<file path="src/rtl/fast_domain_fifo.sv">
// Single-clock first-word-fall-through buffer for the 250 MHz domain.
// The writer cannot be stalled, so writes that arrive while full are dropped and latched in a sticky overflow flag.
module fast_domain_fifo #(
    parameter int DATA_WIDTH   = 8,
    parameter int DEPTH        = 16,
    parameter int AFULL_THRESH = DEPTH - 4
) (
    input  logic                         clkIn,
    input  logic                         rstNIn,
    input  logic                         flushIn,
    input  logic                         wrEnIn,
    input  logic [DATA_WIDTH-1:0]        wrDataIn,
    input  logic                         rdReadyIn,
    output logic [DATA_WIDTH-1:0]        rdDataOut,
    output logic                         rdValidOut,
    output logic [$clog2(DEPTH+1)-1:0]   countOut,
    output logic                         fullOut,
    output logic                         almostFullOut,
    output logic                         overflowOut
);

    localparam int PW = $clog2(DEPTH);
    localparam int CW = $clog2(DEPTH + 1);
    localparam logic [CW-1:0] DEPTH_C = CW'(DEPTH);
    localparam logic [CW-1:0] AFULL_C = CW'(AFULL_THRESH);

    logic [DATA_WIDTH-1:0] mem_q [DEPTH];
    logic [PW-1:0]         wr_ptr_q, wr_ptr_d;
    logic [PW-1:0]         rd_ptr_q, rd_ptr_d;
    logic [CW-1:0]         count_q, count_d;
    logic [DATA_WIDTH-1:0] rd_data_q, rd_data_d;
    logic                  rd_valid_q, rd_valid_d;
    logic                  full_q, full_d;
    logic                  afull_q, afull_d;
    logic                  ovf_q, ovf_d;
    logic                  pop, push, drop;

    always_comb begin
        pop  = rd_valid_q & rdReadyIn;
        push = wrEnIn & (~full_q | pop);
        drop = wrEnIn & full_q & ~pop;

        wr_ptr_d   = wr_ptr_q;
        rd_ptr_d   = rd_ptr_q;
        count_d    = count_q;
        rd_data_d  = rd_data_q;
        rd_valid_d = rd_valid_q;
        ovf_d      = ovf_q;

        if (flushIn) begin
            wr_ptr_d   = '0;
            rd_ptr_d   = '0;
            count_d    = '0;
            rd_valid_d = 1'b0;
            ovf_d      = 1'b0;
        end else begin
            if (push) wr_ptr_d = wr_ptr_q + PW'(1);
            if (pop)  rd_ptr_d = rd_ptr_q + PW'(1);
            if (push && !pop)      count_d = count_q + CW'(1);
            else if (pop && !push) count_d = count_q - CW'(1);
            ovf_d      = ovf_q | drop;
            rd_valid_d = (count_d != '0);
            // The new head may be the word being written this cycle (empty, or a single word being popped).
            if (count_d != '0) begin
                if (push && (wr_ptr_q == rd_ptr_d)) rd_data_d = wrDataIn;
                else                                rd_data_d = mem_q[rd_ptr_d];
            end
        end

        full_d  = (count_d == DEPTH_C);
        afull_d = (count_d >= AFULL_C);
    end

    always_ff @(posedge clkIn or negedge rstNIn) begin
        if (!rstNIn) begin
            wr_ptr_q   <= '0;
            rd_ptr_q   <= '0;
            count_q    <= '0;
            rd_data_q  <= '0;
            rd_valid_q <= 1'b0;
            full_q     <= 1'b0;
            afull_q    <= 1'b0;
            ovf_q      <= 1'b0;
        end else begin
            wr_ptr_q   <= wr_ptr_d;
            rd_ptr_q   <= rd_ptr_d;
            count_q    <= count_d;
            rd_data_q  <= rd_data_d;
            rd_valid_q <= rd_valid_d;
            full_q     <= full_d;
            afull_q    <= afull_d;
            ovf_q      <= ovf_d;
        end
    end

    always_ff @(posedge clkIn) begin
        if (push && !flushIn) mem_q[wr_ptr_q] <= wrDataIn;
    end

    assign rdDataOut     = rd_data_q;
    assign rdValidOut    = rd_valid_q;
    assign countOut      = count_q;
    assign fullOut       = full_q;
    assign almostFullOut = afull_q;
    assign overflowOut   = ovf_q;

endmodule

</file>
<file path="config.mk">
export PLATFORM = sky130hd
export DESIGN_NAME = fast_domain_fifo
export DESIGN_NICKNAME = d
export VERILOG_FILES = /design/src/rtl/fast_domain_fifo.sv
export SDC_FILE = /design/constraint.sdc
export NUM_CORES = 1
export LEC_CHECK = 0
export ABC_CLOCK_PERIOD_IN_PS = 3600
export CORE_MARGIN = 2
export CORE_UTILIZATION = 50
export DETAILED_ROUTE_END_ITERATION = 12
export PLACE_DENSITY_LB_ADDON = 0.1
export SLEW_MARGIN = 10
export SYNTH_ARGS = -nofsm -noshare
export SYNTH_HDL_FRONTEND = slang
export SYNTH_SLANG_ARGS = --single-unit
</file>
<file path="constraint.sdc">
create_clock -name clkIn -period 3.6 [get_ports clkIn]
set_input_delay 0.72 -clock clkIn [delete_from_list [all_inputs] [get_ports clkIn]]
set_output_delay 0.72 -clock clkIn [all_outputs]
set_load 0.01 [all_outputs]
</file>
==> impl_metrics.json, run 1 <==
{
  "outcome": "finished, final reports clean",
  "syn_area_um2": 6830,
  "synth_area_leader_cell": "edfxtp_1",
  "synth_seq_cells": 153,
  "cts_tree": "done",
  "ant_nets": 0,
  "r2r_start": "rd_ptr_q[0]",
  "slowest_stage": "dfrtp_1",
  "yosysMostFrequentCell": "edfxtp_1",
  "period_needed_ns": 2.773,
  "rsz0062_at_grt": "no",
  "ys_top_cells_by_count": "128 x edfxtp_1, 61 x nor2_1, 33 x mux2i_1, 25 x dfrtp_1, 20 x nand2_1",
  "cp.required_ns": 3.87,
  "die_area_um2": 14610,
  "area_delta_synth_final_pct": 18.10,
  "numPortBuffers": 29,
  "numCtsBuffers": 17,
  "powerDensity_nw_per_um2": 628.7,
  "finClkSkew_ns": 0.006922,
  "drc_errors": 0,
  "die_w_um": 120.9,
  "tightest_slew_ns": 0.8309,
  "die_h_um": 120.9,
  "grt_first_pass_wirelength_um": 23360,
  "finalSetupViolCount": 0,
  "leakagePower_nw": 2.932,
  "grt_usage": 0.2195,
  "min_to": "overflowOut",
  "drt-total-wl_um": 14980,
  "ys.flop_type": "edfxtp_1",
  "seq_area_frac_synth": 0.6543,
  "design_area_um2": 8066,
  "fmax_ghz": 0.3606,
  "maxCapViolations": 0,
  "path_class": "reg2reg",
  "synth_cell_types": 60,
  "antenna_found_initial": 0,
  "clock_path_buffers": 2,
  "crit_chain": "ha_1, xnor2_1, o211ai_1, o21ai_1, o2111ai_2, o31a_1, a32oi_1, a31oi_1",
  "first_iter_violations": 219,
  "cts_hold_buf": 0,
  "cts_setup_buffers": 0,
  "synth_nets": 491,
  "hold_start": "overflowOut",
  "routedWlPerCell_um": 21.04,
  "hp-class": "reg2reg",
  "htreeDepth": 4,
  "worstReg2RegEnd": "rdDataOut[3]",
  "syn_inst": 471,
  "worstPathArrival_ns": 3.04,
  "clock_latency_ns": 0.43,
  "async_reset_ff_frac": 0.1634,
  "vias": 4072,
  "hold_viol": 0,
  "grt.overflow.total": 0,
  "start_util": 0.5137,
  "firstDrtPassIters": 4,
  "grt_max_degree": 40,
  "diodes": 0,
  "rrSetupSlack_ns": 0.83,
  "post-dp-hpwl_um": 9690,
  "synthTopCellsByArea": "edfxtp_1 56%, dfrtp_1 9.2%, mux2i_1 4.8%",
  "critPathBufInv": 0,
  "root_buffer": "clkbuf_16",
  "post_dp_cell_area_um2": 7451,
  "ir_drop_v": 0.0003560,
  "nNetsFinal": 543,
  "synth_edf_count": 128,
  "synth.avg_cell_area_um2": 14.50,
  "place.gp.congestion": 0.8582,
  "num-fill-cells": 1002,
  "fin_tns_setup_ns": 0,
  "viasPerCell": 5.719,
  "pre_cts_slack_ns": 0.4206,
  "synth_top_cell_area_share": 0.5627,
  "clk_pin_slew_worst_paths_ns": 0.07,
  "reg2reg_depth": 8,
  "drive_gt1_frac": 0.1996,
  "slew_violations": 0,
  "io_pins": 30,
  "period_share": 0.7704,
  "setup.worst_path.end_class": "register",
  "clock-sinks": 153,
  "slowest_delay_ns": 0.65,
  "setup_slack_ns": 0.8265,
  "cts_resized": 0,
  "core_um2": 13300,
  "hold-path-cell-count": 2,
  "startpoint_type": "register",
  "num_rows": 42,
  "synth_warnings": 0,
  "grt_pass1_vias": 4117,
  "max_slew_margin": 0.4461,
  "critPathMaxFanout": 10,
  "critical_path.top_delay_family": "compound AO/OA/AOI/OAI gates"
}
-- worst max-delay path by stage --
stage                           start            to  depth (start not counted)
after floorplan             rdReadyIn  rdDataOut[0]                          7
after global placement      rdReadyIn  rdDataOut[3]                          9
after detailed placement    rdReadyIn  rdDataOut[3]                          8
after CTS                 rd_ptr_q[0]  rdDataOut[3]                          8
after global routing      rd_ptr_q[0]  rdDataOut[3]                          8
final                     rd_ptr_q[0]  rdDataOut[3]                          8
-- worst reg2reg max path, stage by stage, from the launching register on --
cell and delay [ns]:
dfrtp_1 0.65, ha_1 0.43, xnor2_1 0.20, o211ai_1 0.10
o21ai_1 0.11, o2111ai_2 0.22, o31a_1 0.44, a32oi_1 0.32
a31oi_1 0.14
-- report_power, final --
part,internal (mW),switching [mW]
logic,0.553,0.582
clock network,1.10,0.736
registers,2.00,0.0923
-- kinds of logic after synthesis --
group,Yosys count,synth area share
DFF,153,0.6543
AOI/OAI and AO/OA,86,0.09947
buffers and inverters,37,0.02876
xor gates and xnor gates,17,0.02785
adders and majority gates,7,0.01282
and+or+nand+nor,108,0.07236
muxes,63,0.1044
-- flip-flops by register name, summed over array words and instances, names as in the netlist, 4 cells and up --
register,cells
mem_q,128
rdDataOut,8
countOut,5
rd_ptr_q,4
wr_ptr_q,4
-- routing by layer --
| layer | wire length [um] | up-vias | track usage |
|---|---|---|---|
| li1 | - | 1891 | - |
| met1 | 6510 | 2065 | 0.2950 |
| met2 | 7646 | 98 | 0.3557 |
| met3 | 647 | 18 | 0.04088 |
| met4 | 176 | 0 | 0.08576 |
| met5 | 0 | - | 0 |
-- cells in the final DEF, fill, tap and decap left out, types with 6 or more instances in the layout --
cell               n
edfxtp_1         128
nand2_1           20
o211ai_1          10
clkdlybuf4s50_1   29
clkbuf_16         17
a21oi_1           13
ha_1               7
mux2_2            14
mux2_4             6
mux2i_1           33
mux2_1             8
xnor2_1           11
a211oi_1           9
dfrtp_1           25
a31oi_1           10
inv_1             10
nand3_1            7
a211o_1           16
buf_4             28
a32oi_1            7
nor2_1            61
-- stage by stage --
| stage | power, mW | utilization | std cells | hold WS [ns] |
|---|---|---|---|---|
| after global routing | 5.269 | 0.6067 | 712 | 0.5660 |
| final | 5.071 | 0.6067 | 712 | 0.5039 |
| after global placement | 3.257 | 0.5604 | 680 | 0.4771 |
| after detailed placement | 3.274 | 0.5604 | 680 | 0.4940 |
| after floorplan | 2.912 | - | 471 | 0.4244 |
| after CTS | 5.117 | 0.6067 | 712 | 0.5082 |
-- area by class of cell --
| cell class | instances | area (um^2) | share of cell area |
|---|---|---|---|
| Sequential cell | 153 | 4469 | 0.5541 |
| Tap cell | 176 | 220.2 | 0.02730 |
| Clock inverter | 15 | 190.2 | 0.02358 |
| Multi-Input combinational cell | 281 | 2180 | 0.2702 |
| Clock buffer | 17 | 425.4 | 0.05274 |
| Timing Repair Buffer | 59 | 540.5 | 0.06701 |
| Inverter | 11 | 41.29 | 0.005119 |
Note: power is estimated with default switching activity, not from simulation.
==> inputs of run 2 (changes only) <==
--- a/config.mk
+++ b/config.mk
@@ -5,7 +5,7 @@
 export SDC_FILE = /design/constraint.sdc
 export NUM_CORES = 1
 export LEC_CHECK = 0
-export ABC_CLOCK_PERIOD_IN_PS = 3600
+export ABC_CLOCK_PERIOD_IN_PS = 2800
 export CORE_MARGIN = 2
 export CORE_UTILIZATION = 50
 export DETAILED_ROUTE_END_ITERATION = 12
==> constraint.sdc (replaced) <==
create_clock -name clkIn -period 2.8 [get_ports clkIn]
set_input_delay 0.56 -clock clkIn [delete_from_list [all_inputs] [get_ports clkIn]]
set_output_delay 0.56 -clock clkIn [all_outputs]
set_load 0.01 [all_outputs]
==> impl_metrics.json, run 2 (synthesis gave the netlist of run 1 again) <==
{
  "htreeDepth": 4,
  "maxCapViolations": 0,
  "powerDensity_nw_per_um2": 787.4,
  "fin_util": 0.6198,
  "place.gp.congestion": 0.8974,
  "crit_chain": "clkdlybuf4s50_1, and2_4, xnor2_4, buf_12, buf_4, mux2_1, nand2_1, o211ai_1, a32oi_1, a31oi_1",
  "drt-total-wl_um": 14630,
  "numCtsBuffers": 17,
  "start_util": 0.5137,
  "drc_errors": 0,
  "io_pins": 30,
  "num_rows": 42,
  "area_delta_synth_final_pct": 20.64,
  "hp-class": "reg2reg",
  "slew_violations": 0,
  "clk_pin_slew_worst_paths_ns": 0.06,
  "ant_nets": 0,
  "worstPathArrival_ns": 2.80,
  "leakagePower_nw": 3.025,
  "finalSetupViolCount": 0,
  "grt_pass1_vias": 4069,
  "firstDrtPassIters": 4,
  "seq_area_um2": 4469,
  "antenna_found_initial": 0,
  "finClkSkew_ns": 0.005876,
  "drive_gt1_frac": 0.2262,
  "outcome": "finished, final reports clean",
  "cp.required_ns": 3.07,
  "setup.worst_path.end_class": "register",
  "critPathMaxFanout": 15,
  "rsz0062_at_grt": "no",
  "viasPerCell": 5.655,
  "die_w_um": 120.9,
  "power_mw": 6.488,
  "startpoint_type": "primary input",
  "period_needed_ns": 2.530,
  "routedWlPerCell_um": 19.96,
  "grt.overflow.total": 0,
  "fin_tns_setup_ns": 0,
  "core_um2": 13300,
  "grt_usage": 0.2135,
  "largest_reg_flops": 128,
  "dp.cells": 701,
  "layout_common_cells": "128 x edfxtp_1, 61 x nor2_1, 45 x buf_4",
  "rrSetupSlack_ns": 0.37,
  "post-dp-hpwl_um": 10060,
  "critPathBufInv": 3,
  "pre_cts_slack_ns": -0.1721,
  "clock_path_buffers": 2,
  "grt_max_degree": 31,
  "cts_resized": 0,
  "fmax_ghz": 0.3952,
  "cts_tree": "done",
  "ir_drop_v": 0.0005056,
  "max_slew_margin": 0.5730,
  "nNetsFinal": 564,
  "numPortBuffers": 29,
  "path_class": "in2reg",
  "die_area_um2": 14610,
  "cts_setup_buffers": 0,
  "hold_viol": 0,
  "setup_slack_ns": 0.2697,
  "clock_latency_ns": 0.43,
  "root_buffer": "clkbuf_16",
  "tightest_slew_ns": 0.6385,
  "mostFrequentLayoutCell": "edfxtp_1",
  "regMostFlops": "mem_q",
  "num-fill-cells": 1009,
  "slowest_delay_ns": 0.54,
  "first_iter_violations": 339,
  "die_h_um": 120.9,
  "stdcell_count": 733,
  "slowest_stage": "clkdlybuf4s50_1",
  "period_share": 0.9037,
  "cts_hold_buf": 0,
  "clock-sinks": 153,
  "diodes": 0,
  "critical_path.top_delay_family": "buffers and inverters",
  "multiInputGateArea_um2": 2180,
  "grt_first_pass_wirelength_um": 22790,
  "vias": 4145
}
run 2: cell count changes in the layout (fill, tap and decap cells not counted), moves of 2 or more:
| cell | delta |
|---|---|
| buf_4 | +17 |
| buf_12 | +4 |
| clkinvlp_4 | +3 |
| inv_6 | -3 |
| clkbuf_1 | +2 |
run 2: report_power, final:
group	internal [mW]	leakage [nW]	switching, mW
clock	1.32	0.262	0.906
combinational	0.800	1.29	0.792
sequential	2.58	1.47	0.0967
total	4.69	3.03	1.79
run 2: final cells by class:
| cell class | count | area share |
|---|---|---|
| clock buffer | 19 | 0.05254 |
| clock inverter | 13 | 0.01807 |
| inverter | 11 | 0.005011 |
| multi-input combinational | 281 | 0.2645 |
| sequential | 153 | 0.5424 |
| tap | 176 | 0.02672 |
| timing repair buffer | 80 | 0.09080 |
run 2: worst register-to-register path, cell delays in order, from the launching register on:
cell	delay [ns]
dfrtp_1	0.38
ha_1	0.35
xnor2_1	0.17
o211ai_1	0.10
o21ai_1	0.10
o2111ai_2	0.22
o31a_1	0.45
a32oi_1	0.38
a31oi_1	0.13
run 2: layer usage:
metal / up-vias / global-route usage / routed length, um / part of all wire
li1: 1934 / - / - / -
met1: 2085 / 0.2825 / 6454 / 0.44
met2: 105 / 0.3504 / 7207 / 0.49
met3: 21 / 0.03994 / 703 / 0.048
met4: 0 / 0.08358 / 268 / 0.018
met5: - / 0 / 0 / 0
run 2: worst paths after layout:
kind,start,endpoint,cells past startpoint
setup / recovery,rdReadyIn,rdDataOut[0],10
max in group asynchronous,rstNIn,wr_ptr_q[1],2
hold / removal,overflowOut,overflowOut,2
hold reg to reg,overflowOut,overflowOut,2
setup reg to reg,rd_ptr_q[0],rdDataOut[2],8
min in group asynchronous,rstNIn,rd_ptr_q[1],2
run 2: per-stage QoR:
| stage | instance area, um^2 | hold WS, ns |
|---|---|---|
| floorplan | 6830 | 0.2644 |
| global placement | 7659 | 0.4896 |
| detailed placement | 7659 | 0.4920 |
| CTS | 8240 | 0.5057 |
| global route | 8240 | 0.5350 |
| finish | 8240 | 0.4980 |
==> inputs of run 3 (changes only) <==
--- a/config.mk
+++ b/config.mk
@@ -10,6 +10,7 @@
 export CORE_UTILIZATION = 50
 export DETAILED_ROUTE_END_ITERATION = 12
 export PLACE_DENSITY_LB_ADDON = 0.1
+export REMOVE_ABC_BUFFERS = 1
 export SLEW_MARGIN = 10
 export SYNTH_ARGS = -nofsm -noshare
 export SYNTH_HDL_FRONTEND = slang
==> impl_metrics.json, run 3 (synthesis gave the netlist of run 1 again) <==
{
  "outcome": "finished, final reports clean",
  "crit_start": "rd_ptr_q[0]",
  "numCtsBuffers": 17,
  "cts_setup_buffers": 0,
  "firstDrtPassIters": 4,
  "mostFrequentLayoutCell": "edfxtp_1",
  "slowest_stage": "dfrtp_1",
  "rsz0062_at_grt": "no",
  "cts_hold_buf": 0,
  "startpoint_type": "register",
  "grt_pass1_vias": 4196,
  "clk_pin_slew_worst_paths_ns": 0.06,
  "slew_violations": 0,
  "die_area_um2": 14610,
  "rrSetupSlack_ns": 0.42,
  "num-fill-cells": 987,
  "tightest_slew_ns": 0.6610,
  "fmax_ghz": 0.4195,
  "critical_path.top_delay_family": "compound AO/OA/AOI/OAI gates",
  "max_slew_margin": 0.5579,
  "seq_power_share": 0.385,
  "hp-class": "reg2reg",
  "htreeDepth": 4,
  "diodes": 0,
  "stdcell_count": 743,
  "period_needed_ns": 2.384,
  "critPathBufInv": 2,
  "first_iter_violations": 367,
  "finalSetupViolCount": 0,
  "critPathMostFrequentCell": "buf_4",
  "multiInputGateArea_um2": 2180,
  "period_share": 0.8513,
  "p_comb_frac": 0.233,
  "dp.cells": 711,
  "die_h_um": 120.9,
  "numPortBuffers": 29,
  "hold_viol": 0,
  "cts_resized": 0,
  "place.gp.congestion": 0.8015,
  "finalHoldWorstSlack_ns": 0.5115,
  "r2r_start": "rd_ptr_q[0]",
  "area_delta_synth_final_pct": 23.06,
  "post_dp_cell_area_um2": 7709,
  "setup_slack_ns": 0.4164,
  "crit_chain": "ha_1, buf_4, nand3_1, a21boi_2, buf_4, o211ai_1, a32oi_1, a31oi_1",
  "power.share.clock": 0.383,
  "finClkSkew_ns": 0.006261,
  "nNetsFinal": 574,
  "maxCapViolations": 0,
  "critPathMaxFanout": 18,
  "clock_latency_ns": 0.42,
  "design_area_um2": 8406,
  "slowest_delay_ns": 0.50,
  "worstPathArrival_ns": 2.68,
  "grt_max_degree": 26,
  "root_buffer": "clkbuf_16",
  "start_util": 0.5137,
  "post-dp-hpwl_um": 10220,
  "setup.worst_path.end_class": "register",
  "io_pins": 30,
  "internal_power_mw": 5.176,
  "die_w_um": 120.9,
  "grt_first_pass_wirelength_um": 23390,
  "drc_errors": 0,
  "leakagePower_nw": 3.135,
  "layout_common_cells": "128 x edfxtp_1, 61 x nor2_1, 57 x buf_4",
  "cts_tree": "done",
  "viasPerCell": 5.647,
  "regMostFlops": "mem_q",
  "fin_tns_setup_ns": 0,
  "vias": 4196,
  "num_rows": 42,
  "ir_drop_v": 0.0005796,
  "grt_usage": 0.2191,
  "fin_util": 0.6322,
  "routedWlPerCell_um": 20.33,
  "sw_frac_of_total": 0.2572,
  "antenna_found_initial": 0,
  "ant_nets": 0,
  "cp.required_ns": 3.10,
  "drt-total-wl_um": 15110,
  "min_to": "overflowOut",
  "pre_cts_slack_ns": -0.01995,
  "worstReg2RegEnd": "rdDataOut[0]",
  "path_class": "reg2reg",
  "powerDensity_nw_per_um2": 829.0,
  "clock_path_buffers": 2,
  "p_switching_mw": 1.792,
  "core_um2": 13300,
  "hold-path-cell-count": 2,
  "clock-sinks": 153,
  "reg2reg_depth": 8,
  "seq_area_um2": 4469,
  "grt.overflow.total": 0,
  "largest_reg_flops": 128,
  "hold_start": "overflowOut",
  "power_mw": 6.968,
  "drive_gt1_frac": 0.2416
}
[run 3: changes by cell type in the layout (fill, tap and decap cells not counted)]
| cell | delta |
|---|---|
| clkinv_1 | +1 |
| clkinvlp_4 | -4 |
| clkinv_2 | +1 |
| buf_4 | +12 |
| clkbuf_1 | -2 |
| buf_12 | -2 |
| inv_8 | +1 |
| bufinv_16 | +5 |
| clkinv_4 | -2 |
[run 3: layout make-up]
class,instances,share of cell area
flip-flops and latches,153,0.5317
multi-input cells,281,0.2593
repair buffers,90,0.09497
clock buffers,17,0.05061
clock inverters,15,0.03230
well taps,176,0.02620
inverters,11,0.004912
[run 3: power by group through the flow]
stage          sequential [mW]  combinational [mW]  clock [mW]
5_1_grt                   2.69                1.75        2.79
2_1_floorplan             2.75               0.926           0
4_1_cts                   2.68                1.63        2.71
3_3_place_gp              2.73                1.60           0
6_report                  2.68                1.62        2.67
3_5_place_dp              2.72                1.62           0
[run 3: worst max-delay path by stage]
| stage | to | depth (start not counted) | slack [ns] |
|---|---|---|---|
| detailed placement | rdDataOut[0] | 9 | -0.02 |
| floorplan | rdDataOut[7] | 8 | -0.57 |
| CTS | rdDataOut[0] | 8 | 0.38 |
| global placement | rdDataOut[0] | 9 | 0.009 |
| finish | rdDataOut[0] | 8 | 0.42 |
| global route | rdDataOut[0] | 9 | 0.26 |
[run 3: worst min-delay path: cells and delay by family, from the launching register on]
| family | cells | cell delay [ns] |
|---|---|---|
| compound gates | 1 | 0.05 |
| simple gates | 1 | 0.07 |
| flops | 1 | 0.35 |
[run 3: per-layer routing]
| layer | vias up | global-route usage | part of all wire |
|---|---|---|---|
| met5 | - | 0 | 0 |
| met4 | 0 | 0.08285 | 0.019 |
| met1 | 2123 | 0.2787 | 0.44 |
| met2 | 100 | 0.3718 | 0.51 |
| li1 | 1948 | - | - |
| met3 | 25 | 0.04323 | 0.037 |
